--- src/rtl/seq_divider.sv ---
// seq_divider: multi-cycle restoring divider, one quotient bit per clock; lower = quotient, higher = remainder
module seq_divider #(
  parameter int WIDTH = 32
) (
  input  logic             clk,
  input  logic             rst,
  input  logic             start,
  input  logic [WIDTH-1:0] a,
  input  logic [WIDTH-1:0] b,
  input  logic             sign,
  output logic [WIDTH-1:0] lower,
  output logic [WIDTH-1:0] higher,
  output logic             busy,
  output logic             done,
  output logic             div_zero
);
  localparam int CW = $clog2(WIDTH + 1);
  typedef enum logic [1:0] {IDLE, RUN, FIX} state_t;
  state_t state, state_n;
  logic [CW-1:0] count;
  logic [WIDTH-1:0] quo, rem, dvs;
  logic neg_q, neg_r, dz;
  logic [WIDTH:0] shifted, trial;
  assign shifted = {rem, quo[WIDTH-1]};
  assign trial = shifted - {1'b0, dvs};
  assign busy = state != IDLE;
  always_comb begin
    state_n = state;
    if (state == IDLE) state_n = start ? RUN : IDLE;
    else if (state == RUN) state_n = count == CW'(1) ? FIX : RUN;
    else state_n = IDLE;
  end
  always_ff @(posedge clk or posedge rst) begin
    if (rst) begin
      state <= IDLE;
      count <= '0;
      quo <= '0;
      rem <= '0;
      dvs <= '0;
      neg_q <= 1'b0;
      neg_r <= 1'b0;
      dz <= 1'b0;
      lower <= '0;
      higher <= '0;
      done <= 1'b0;
      div_zero <= 1'b0;
    end else begin
      state <= state_n;
      done <= 1'b0;
      case (state)
        IDLE: if (start) begin
          quo <= sign && a[WIDTH-1] ? -a : a;
          dvs <= sign && b[WIDTH-1] ? -b : b;
          rem <= '0;
          count <= CW'(WIDTH);
          neg_q <= sign & (a[WIDTH-1] ^ b[WIDTH-1]);
          neg_r <= sign & a[WIDTH-1];
          dz <= b == '0;
        end
        // A negative trial (MSB set) means the divisor did not fit: keep the shifted remainder.
        RUN: begin
          rem <= trial[WIDTH] ? shifted[WIDTH-1:0] : trial[WIDTH-1:0];
          quo <= {quo[WIDTH-2:0], ~trial[WIDTH]};
          count <= count - CW'(1);
        end
        // With a zero divisor the remainder is |a|, so re-applying the dividend sign restores a.
        FIX: begin
          lower <= dz ? '1 : neg_q ? -quo : quo;
          higher <= neg_r ? -rem : rem;
          div_zero <= dz;
          done <= 1'b1;
        end
        default: ;
      endcase
    end
  end
endmodule

--- config.mk ---
export PLATFORM = sky130hd
export DESIGN_NAME = seq_divider
export DESIGN_NICKNAME = d
export VERILOG_FILES = /design/src/rtl/seq_divider.sv
export SDC_FILE = /design/constraint.sdc
export NUM_CORES = 1
export LEC_CHECK = 0
export ABC_CLOCK_PERIOD_IN_PS = 8800
export BUFFER_PORTS_ARGS = -buffer_cell sky130_fd_sc_hd__buf_2
export CAP_MARGIN = 20
export CELL_PAD_IN_SITES_DETAIL_PLACEMENT = 1
export CELL_PAD_IN_SITES_GLOBAL_PLACEMENT = 2
export CORE_ASPECT_RATIO = 1.4
export CORE_MARGIN = 3
export CORE_UTILIZATION = 38
export CTS_BUF_LIST = sky130_fd_sc_hd__clkbuf_16
export CTS_CLUSTER_DIAMETER = 50
export DETAILED_ROUTE_END_ITERATION = 10
export PLACE_DENSITY = 0.86
export SYNTH_ARGS = -nofsm -noshare
export SYNTH_HDL_FRONTEND = slang
export SYNTH_SLANG_ARGS = --single-unit
--- constraint.sdc ---
create_clock -name clk -period 8.8 [get_ports clk]
set_input_delay 0.44 -clock clk [delete_from_list [all_inputs] [get_ports clk]]
set_output_delay 0.44 -clock clk [all_outputs]
set_load 0.03 [all_outputs]
==> implementation parameters, run 1 <==
Parameter                              Value

Power and ir drop
  Internal power of the cells ... 2.440 mW
  Leakage ... 5.652 nW
  Sequential power share ... a little under a third
  Switching Fraction ... 47.56%
  Total power per unit cell area ... 364.2 nW/um^2
  Clock network power share ... roughly 17%
  Logic gate share of total power ... 53.3%
  Worst vdd rail ir drop ... 0.1466 mV
  P_sw ... 2.212 mW

CTS
  Clock transition at the registers of the reported paths ... around 0.070 ns
  Count of buffers added by post-CTS timing repair for setup ... 0
  Clock Root Buffer ... sky130_fd_sc_hd__clkbuf_16
  Worst-skew pair later-pin latency ... approximately 0.45 ns
  Quantity of hold-fixing buffers added after cts ... 0
  TritonCTS clock tree ... built
  Clk buf depth ... 2
  Post-CTS sizing ... 0
  Maximum level of the CTS H-tree ... 4
  Clock tree sinks ... between 150 and 200
  Clock buffers created by TritonCTS ... 17

Setup path
  Worst path required time ... between 9 and 10 ns
  Crit Path Max Fanout ... 8
  Ordered cell list for the critical path ... or4_4 -> nor4_4 -> or3b_1 -> or4_4 -> or4_4 -> or4_4 -> o31ai_4 -> xor2_1 -> o21ai_1
  Element type at the critical path start ... register
  Kind of capture point of the worst setup path ... register
  Slowest stage cell, crit path ... sky130_fd_sc_hd__or4_4
  Worst endpoint data arrival time ... 4.12 ns
  Most Frequent Cell on Critical Path ... sky130_fd_sc_hd__or4_4
  Slowest stage delay, CP ... 0.62 ns
  Critical path buffers and inverters ... 0
  Setup CP Type ... register to register
  Cell family contributing the most delay on the critical path ... simple AND/OR/NAND/NOR gates

Timing
  Number of endpoints with negative hold slack in the final report ... 0
  Fin. max-slew vios ... 0
  Crit path time final ... 3.813 ns
  Worst relative slew slack ... between 30% and 40%
  Total of endpoints with negative setup slack in the final report ... 0
  Post-route worst hold slack ... 0.006078 ns
  Unrepaired setup endpoints after global routing ... false
  Final-layout setup total negative slack ... 0 ns
  Transition at the pin with the smallest max-transition slack ... between 0.9 and 1 ns
  Final setup skew ... 0.01303 ns
  Peak Freq ... 262.3 MHz
  Final period util ... 43.33%

Placement
  Total half-perimeter wirelength after legalization and detailed placement ... 26080 um
  Count of buffers from port buffering ... 134
  GP Congestion ... about 0.85
  Placed insts ... 1768

Floorplanning
  FP Rows ... 73
  Boundary pin count ... 135
  Die X ... about 150 um
  Initial Utilization ... between 30% and 40%
  Vertical die dimension ... approximately 210 um
  Core region area ... around 29000 um^2
  Die outline area ... around 31000 um^2

Cells and area
  Share of post-route cells with drive strength above 1 ... 13.73%
  Final core utilization ... 44.68%
  Final layout net count ... 1522
  Growth of design area from synthesis to finish ... 14.93%
  FILL cells ... 3452
  Count of placed standard cells in the final layout, fillers left out ... 1803
  Diodes inserted ... 0

Synth
  Warnings from Yosys ... 0
  Commonest cells in the synthesized netlist ... 173 x sky130_fd_sc_hd__dfrtp_1, 161 x sky130_fd_sc_hd__o21ai_0, 152 x sky130_fd_sc_hd__nand2_1, 95 x sky130_fd_sc_hd__a21oi_1, 92 x sky130_fd_sc_hd__nor2_1
  Post-synthesis net count ... 1427
  Seq cells post-synth ... 173
  Sequential cell area fraction in the yosys report ... between 30% and 40%
  Area of the mapped netlist ... 11120 um^2
  Fraction of synthesis flops using an asynchronous set or reset pin ... 100.0%
  Number of instances in the synthesized netlist ... 1320
  Leading cell types by total area after synthesis ... sky130_fd_sc_hd__dfrtp_1 39%, sky130_fd_sc_hd__o21ai_0 7.2%, sky130_fd_sc_hd__xor2_1 7.0%
  Area fraction of the dominant cell type after synthesis ... about 39%
  Most frequently used cell type in the post-synthesis netlist ... sky130_fd_sc_hd__dfrtp_1
  Main flop type after synthesis ... sky130_fd_sc_hd__dfrtp_1
  Library cell occupying the most area in the post-synthesis netlist ... sky130_fd_sc_hd__dfrtp_1
  Post-synth EDFFs ... 0
  Average footprint of a synthesized cell ... 8.421 um^2
  Yosys cell types ... 59

GRT
  Remaining Overflow, GRT ... 0
  Global router's overall resource usage ... between 20% and 30%
  Global-route wire length before repair ... between 50000 and 60000 um
  Number of antenna violations at the first check in global routing ... 1
  Number of global-route vias before repair ... 10680
  Largest net degree at the start of global routing ... 108

Drt
  Number of detailed-route iterations in the first pass ... 5
  Remaining routing DRC violations ... 0
  Count of vias placed by the detailed router ... ~10000
  Vias per cell ... 5.562
  Post-Route WL ... 34660 um
  WL/cell ... 19.22 um
  Violation count after the first detailed-routing iteration ... just over 300
  Routed Antenna Nets ... 0

Flow run
  Count of max-cap constraint violations ... 0

Min path
  Tightest Hold Check Type ... input pin to async pin

Status
  Result of the run ... finished, final reports clean
[kinds of logic (layout without fill, tap and decap cells)]
kind of cell / Yosys count / after routing / synth area share [%]
AO/OA/AOI/OAI: 404 / 404 / 21.70
XOR/XNOR: 147 / 147 / 11.58
adder cells (fa/ha/maj): 39 / 39 / 4.457
buffers and inverters: 124 / 232 / 4.187
flip-flops: 173 / 173 / 38.95
multiplexers: 13 / 13 / 1.171
AND/OR/NAND/NOR: 420 / 420 / 17.95
[layout make-up]
cell class / count / area (um^2) / share of cell area [%]
clock inverters: 15 / 161.4 / 1.263
repair buffers: 146 / 840.8 / 6.582
multi-input cells: 1023 / 6341 / 49.64
inverters: 54 / 207.7 / 1.626
clock buffers: 17 / 425.4 / 3.330
well taps: 375 / 469.2 / 3.673
flip-flops and latches: 173 / 4329 / 33.89
[power groups by stage]
stage          registers [mW]  clock network (mW)  logic (mW)
6_report                 1.40               0.773        2.48
5_1_grt                  1.45               0.821        2.80
4_1_cts                  1.42               0.793        2.47
3_5_place_dp             1.43                   0        2.45
3_3_place_gp             1.42                   0        2.40
2_1_floorplan            1.38                   0        1.75
[routing by layer]
layer / vias to the layer above / global-route usage (%) / wire (um)
met5: - / 0 / 18
met4: 2 / 12.00 / 1833
met3: 69 / 3.050 / 952
met2: 167 / 41.55 / 18750
met1: 4934 / 25.16 / 13110
li1: 4857 / - / -
[flip-flops by register name (all words and copies together), names as in the netlist]
name	flops
count	6
div_zero	1
done	1
dvs	32
dz	1
higher	32
lower	32
neg_q	1
neg_r	1
quo	32
rem	32
state	2
[per-stage QoR]
step / setup WS [ns] / cell area (um^2) / total power, mW
after CTS: 4.938 / 12700 / 4.683
after global placement: 4.738 / 12070 / 3.818
after detailed placement: 4.991 / 12120 / 3.885
after global routing: 4.602 / 12770 / 5.070
after floorplan: 3.672 / 11120 / 3.131
final: 4.987 / 12770 / 4.652
[worst paths after layout]
kind,end,slack [ns],from,cells after the start
max reg2reg,higher[28],4.99,rem[6],9
min in group clk,dz,0.26,b[31],2
max,higher[28],4.99,rem[6],9
max in group asynchronous,dvs[28],7.18,rst,4
min reg2reg,lower[27],0.47,lower[27],2
min,higher[13],0.006,rst,2
[cells in the final DEF, fill, tap and decap left out, drive strengths merged, types with 5 or more instances in the layout]
| master | instances |
|---|---|
| dfrtp | 173 |
| o21ai | 172 |
| nand2 | 152 |
| buf | 146 |
| a21oi | 95 |
| nor2 | 92 |
| xor2 | 89 |
| inv | 59 |
| xnor2 | 58 |
| nand3 | 53 |
| ha | 38 |
| o31ai | 32 |
| a22oi | 31 |
| nor3 | 24 |
| a21o | 18 |
| clkbuf | 17 |
| or3 | 14 |
| or4 | 14 |
| mux2i | 13 |
| o41ai | 11 |
| nor2b | 11 |
| and3 | 10 |
| nor4 | 10 |
| nand2b | 9 |
| and2 | 8 |
| a31oi | 8 |
| o211ai | 7 |
| nand4 | 6 |
| o21a | 5 |
[worst reg2reg max path, cell delays in order, from the launching register on]
cell and delay, ns:
sky130_fd_sc_hd__dfrtp_1 0.49, sky130_fd_sc_hd__or4_4 0.62, sky130_fd_sc_hd__nor4_4 0.27, sky130_fd_sc_hd__or3b_1 0.47, sky130_fd_sc_hd__or4_4 0.47, sky130_fd_sc_hd__or4_4 0.44
sky130_fd_sc_hd__or4_4 0.48, sky130_fd_sc_hd__o31ai_4 0.19, sky130_fd_sc_hd__xor2_1 0.17, sky130_fd_sc_hd__o21ai_1 0.07
Note: power is estimated with default switching activity, not from simulation.
==> inputs of run 2 (changes only) <==
Settings changed: ABC_AREA from default to 1, ABC_CLOCK_PERIOD_IN_PS 8800 to 3560, CORE_UTILIZATION 38 to 33, PLACE_DENSITY 0.86 to 0.82.
Clock period 8.8 ns to 3.56 ns, I/O delays scaled along.
==> run 2 against run 1 <==
Maximum frequency is 42% higher; critical path type unchanged; worst setup slack worse by 4.1 ns; synthesized area is 16% higher; non-clock buffer count increased by 9; clock skew up 0.0032 ns; largest cell class unchanged; register-to-register slack worse by 4.1 ns; highest routed layer unchanged; wire length is 44% higher; sequential share of layout area is 4.7 points lower; via count up 32%; utilization shrank 6.2 points.
==> implementation parameters, run 2 <==
Parameter                              Value

Drt
  Met3 layer wire length in the routed design ... 1134 um (was 952 um)
  Met2 Wirelength ... 26840 um (was 18750 um)
  Uppermost layer routed ... met5 (unchanged)
  Remaining routing DRC violations ... 0 (unchanged)
  Count of vias placed by the detailed router ... 13270 (was 10030)
  Routed Antenna Nets ... 0 (unchanged)
  Number of detailed-route iterations in the first pass ... 6 (was 5)
  Vias per cell ... 5.019 (was 5.562)
  Post-Route WL ... 49750 um (was 34660 um)
  WL/cell ... 18.82 um (was 19.22 um)
  Violation count after the first detailed-routing iteration ... 623 (was 309)
  Detailed-routing wirelength on met1 ... 19020 um (was 13110 um)

Floorplanning
  Die X ... 173.1 um (was 150.5 um)
  FP Rows ... 85 (was 73)
  Vertical die dimension ... 239.9 um (was 208.4 um)
  Die outline area ... 41510 um^2 (was 31370 um^2)
  Core region area ... 38500 um^2 (was 28590 um^2)
  Initial Utilization ... 33.49% (was 38.88%)
  Boundary pin count ... 135 (unchanged)

GRT
  Remaining Overflow, GRT ... 0 (unchanged)
  Number of global-route vias before repair ... 14010 (was 10680)
  Global router's overall resource usage ... 24.06% (was 22.76%)
  Number of antenna violations at the first check in global routing ... 2 (was 1)
  Largest net degree at the start of global routing ... 64 (was 108)
  Global-route wire length before repair ... 77560 um (was 56750 um)

Synth
  Most frequently used cell type in the post-synthesis netlist ... sky130_fd_sc_hd__nand2_1 (was sky130_fd_sc_hd__dfrtp_1)
  Main flop type after synthesis ... sky130_fd_sc_hd__dfrtp_1 (unchanged)
  Warnings from Yosys ... 0 (unchanged)
  Largest family of logic cells by synthesized area ... simple AND/OR/NAND/NOR gates (was compound AO/OA/AOI/OAI gates)
  Leading cell types by total area after synthesis ... sky130_fd_sc_hd__dfrtp_1 34%, sky130_fd_sc_hd__nand2_1 17%, sky130_fd_sc_hd__nand3_1 8.2% (was sky130_fd_sc_hd__dfrtp_1 39%, sky130_fd_sc_hd__o21ai_0 7.2%, sky130_fd_sc_hd__xor2_1 7.0%)
  Yosys cell types ... 49 (was 59)
  Sequential cell area fraction in the yosys report ... 33.58% (was 38.95%)
  Fraction of synthesis flops using an asynchronous set or reset pin ... 100.0% (unchanged)
  Multiplexer share of the synthesized area ... 0.07763% (was 1.171%)
  Area fraction of the dominant cell type after synthesis ... 33.58% (was 38.95%)
  Post-synthesis net count ... 2098 (was 1427)
  Post-synth EDFFs ... 0 (unchanged)
  Area of the mapped netlist ... 12890 um^2 (was 11120 um^2)
  Number of instances in the synthesized netlist ... 1991 (was 1320)
  Average footprint of a synthesized cell ... 6.476 um^2 (was 8.421 um^2)
  Library cell occupying the most area in the post-synthesis netlist ... sky130_fd_sc_hd__dfrtp_1 (unchanged)
  Fraction of synthesized cell area in xor and xnor cells ... 4.483% (was 11.58%)
  Simple-gate share of the synthesized area ... 37.22% (was 17.95%)
  Commonest cells in the synthesized netlist ... 599 x sky130_fd_sc_hd__nand2_1, 270 x sky130_fd_sc_hd__inv_1, 222 x sky130_fd_sc_hd__nor2_1, 210 x sky130_fd_sc_hd__nand3_1, 173 x sky130_fd_sc_hd__dfrtp_1 (was 173 x sky130_fd_sc_hd__dfrtp_1, 161 x sky130_fd_sc_hd__o21ai_0, 152 x sky130_fd_sc_hd__nand2_1, 95 x sky130_fd_sc_hd__a21oi_1, 92 x sky130_fd_sc_hd__nor2_1)
  Adder-cell share of the synthesized area ... 3.843% (was 4.457%)
  Seq cells post-synth ... 173 (unchanged)
  Share of the synthesized area in compound gates (AO/OA/AOI/OAI) ... 10.59% (was 21.70%)

Timing
  Crit path time final ... 2.690 ns (was 3.813 ns)
  Worst relative slew slack ... 46.13% (was 36.71%)
  Peak Freq ... 371.7 MHz (was 262.3 MHz)
  Number of endpoints with negative hold slack in the final report ... 0 (unchanged)
  Total of endpoints with negative setup slack in the final report ... 0 (unchanged)
  Final period util ... 75.56% (was 43.33%)
  Final setup skew ... 0.01622 ns (was 0.01303 ns)
  Transition at the pin with the smallest max-transition slack ... 0.8062 ns (was 0.9493 ns)
  Final-layout setup total negative slack ... 0 ns (unchanged)
  Unrepaired setup endpoints after global routing ... false (unchanged)
  Worst Slack Setup Final ... 0.8700 ns (was 4.987 ns)
  Post-route worst hold slack ... 0.03573 ns (was 0.006078 ns)
  Fin. max-slew vios ... 0 (unchanged)

CTS
  Post-CTS sizing ... 0 (unchanged)
  Clock tree sinks ... 173 (unchanged)
  Clock transition at the registers of the reported paths ... 0.08 ns (was 0.07 ns)
  Clock buffers created by TritonCTS ... 17 (unchanged)
  TritonCTS clock tree ... built (unchanged)
  Maximum level of the CTS H-tree ... 4 (unchanged)
  Clock Root Buffer ... sky130_fd_sc_hd__clkbuf_16 (unchanged)
  Worst-skew pair later-pin latency ... 0.46 ns (was 0.45 ns)
  Clk buf depth ... 2 (unchanged)

Cells and area
  Leading cell types in the layout, fill and taps excluded ... 599 x sky130_fd_sc_hd__nand2_1, 269 x sky130_fd_sc_hd__inv_1, 219 x sky130_fd_sc_hd__nor2_1 (was 173 x sky130_fd_sc_hd__dfrtp_1, 161 x sky130_fd_sc_hd__o21ai_0, 151 x sky130_fd_sc_hd__nand2_1)
  Growth of design area from synthesis to finish ... 14.84% (was 14.93%)
  Share of post-route cells with drive strength above 1 ... 10.89% (was 13.73%)
  Cell area after layout ... 14810 um^2 (was 12770 um^2)
  Diodes inserted ... 0 (unchanged)
  Commonest non-fill, non-tap cell in the layout ... sky130_fd_sc_hd__nand2_1 (was sky130_fd_sc_hd__dfrtp_1)
  Final layout net count ... 2215 (was 1522)

Setup path
  Setup CP Type ... register to register (unchanged)
  Element type at the critical path start ... register (unchanged)
  Critical path buffers and inverters ... 2 (was 0)
  Slowest stage delay, CP ... 0.41 ns (was 0.62 ns)
  Kind of capture point of the worst setup path ... register (unchanged)
  Crit Path Max Fanout ... 16 (was 8)
  Ordered cell list for the critical path ... inv_1 -> ha_1 -> fa_1 -> inv_1 -> nand2_1 -> nand2_1 -> nand3_1 -> nand2_2 -> nand2_1 -> nand2_2 -> nand2_4 -> nand2_4 -> nand2_2 -> nand2_4 -> nand2_1 -> nand3_1 -> nand2_1 (was or4_4 -> nor4_4 -> or3b_1 -> or4_4 -> or4_4 -> or4_4 -> o31ai_4 -> xor2_1 -> o21ai_1)
  Cell family contributing the most delay on the critical path ... simple AND/OR/NAND/NOR gates (unchanged)
  Slowest stage cell, crit path ... sky130_fd_sc_hd__fa_1 (was sky130_fd_sc_hd__or4_4)
  Most Frequent Cell on Critical Path ... sky130_fd_sc_hd__nand2_1 (was sky130_fd_sc_hd__or4_4)
  Worst path required time ... 3.91 ns (was 9.10 ns)
  Worst endpoint data arrival time ... 3.04 ns (was 4.12 ns)

Power and ir drop
  Total power per unit cell area ... 1044 nW/um^2 (was 364.2 nW/um^2)
  Leakage ... 7.418 nW (was 5.652 nW)
  Worst vdd rail ir drop ... 0.4496 mV (was 0.1466 mV)

Flow run
  Count of max-cap constraint violations ... 0 (unchanged)

Placement
  Cell area reported after detailed placement ... 14190 um^2 (was 12120 um^2)
  DP Worst Slack ... 0.9057 ns (was 4.991 ns)
  Total half-perimeter wirelength after legalization and detailed placement ... 40510 um (was 26080 um)
  Count of buffers from port buffering ... 134 (unchanged)
  GP Congestion ... 0.9142 (was 0.8524)

Status
  Result of the run ... finished, final reports clean (unchanged)

Min path
  Tightest Hold Check Type ... input pin to register (was input pin to async pin)
==> run 2: per-layer routing <==
metal,global-route usage (%),up-vias
li1,-,6601
met1,25.24,6340
met2,46.65,223
met3,3.160,97
met4,12.47,4
met5,0,-
==> run 2: path summary, 6_finish.rpt <==
check | cells past startpoint | slack [ns] | startpoint | endpoint
min in group asynchronous | 3 | 0.35 | rst | higher[18]
hold reg to reg | 2 | 0.48 | higher[26] | higher[26]
setup / recovery | 17 | 0.87 | quo[31] | rem[22]
hold / removal | 3 | 0.04 | b[27] | dvs[27]
setup reg to reg | 17 | 0.87 | quo[31] | rem[22]
max in group asynchronous | 4 | 2.44 | rst | rem[14]
==> run 2: metrics by stage <==
stage | total power, mW | instances | utilization, %
global route | 17.05 | 2643 | 38.46
floorplan | 10.38 | 1991 | -
detailed placement | 13.71 | 2607 | 36.86
global placement | 13.51 | 2607 | 36.86
CTS | 15.65 | 2643 | 38.46
finish | 15.46 | 2643 | 38.46
==> run 2: repair_timing <==
action / in CTS / in global routing
hold endpoints to repair: 22 / 0
hold buffers: 4 / 0
setup buffers: 0 / 0
==> run 2: final cells by class <==
cell class / instances / area, um^2
flip-flops and latches: 173 / 4329
well taps: 522 / 653.1
fillers: 5133 / 23690
multi-input cells: 1473 / 7276
clock inverters: 15 / 150.1
clock buffers: 17 / 425.4
repair buffers: 155 / 888.4
inverters: 288 / 1085
==> run 2: report_power, final <==
| part | switching, mW | total (mW) | internal [mW] |
|---|---|---|---|
| sequential | 1.05 | 3.77 | 2.72 |
| clock | 0.932 | 1.86 | 0.929 |
| combinational | 6.70 | 9.83 | 3.14 |
| total | 8.68 | 15.5 | 6.78 |
==> run 2: cell families (layout without fill, tap and decap cells) <==
| logic type | after synthesis | count (layout) |
|---|---|---|
| compound gates | 238 | 238 |
| xor+xnor | 66 | 66 |
| fa+ha+maj | 39 | 39 |
| buf+inv | 345 | 475 |
| flops | 173 | 173 |
| mux | 1 | 1 |
| simple gates | 1129 | 1129 |
==> run 2: worst reg2reg max path: stages (launching register included) <==
cell                      delay, ns
sky130_fd_sc_hd__dfrtp_1       0.35
sky130_fd_sc_hd__inv_1         0.12
sky130_fd_sc_hd__ha_1          0.25
sky130_fd_sc_hd__fa_1          0.41
sky130_fd_sc_hd__inv_1         0.12
sky130_fd_sc_hd__nand2_1       0.06
sky130_fd_sc_hd__nand2_1       0.09
sky130_fd_sc_hd__nand3_1       0.09
sky130_fd_sc_hd__nand2_2       0.10
sky130_fd_sc_hd__nand2_1       0.09
sky130_fd_sc_hd__nand2_2       0.11
sky130_fd_sc_hd__nand2_4       0.09
sky130_fd_sc_hd__nand2_4       0.09
sky130_fd_sc_hd__nand2_2       0.17
sky130_fd_sc_hd__nand2_4       0.24
sky130_fd_sc_hd__nand2_1       0.09
sky130_fd_sc_hd__nand3_1       0.08
sky130_fd_sc_hd__nand2_1       0.06
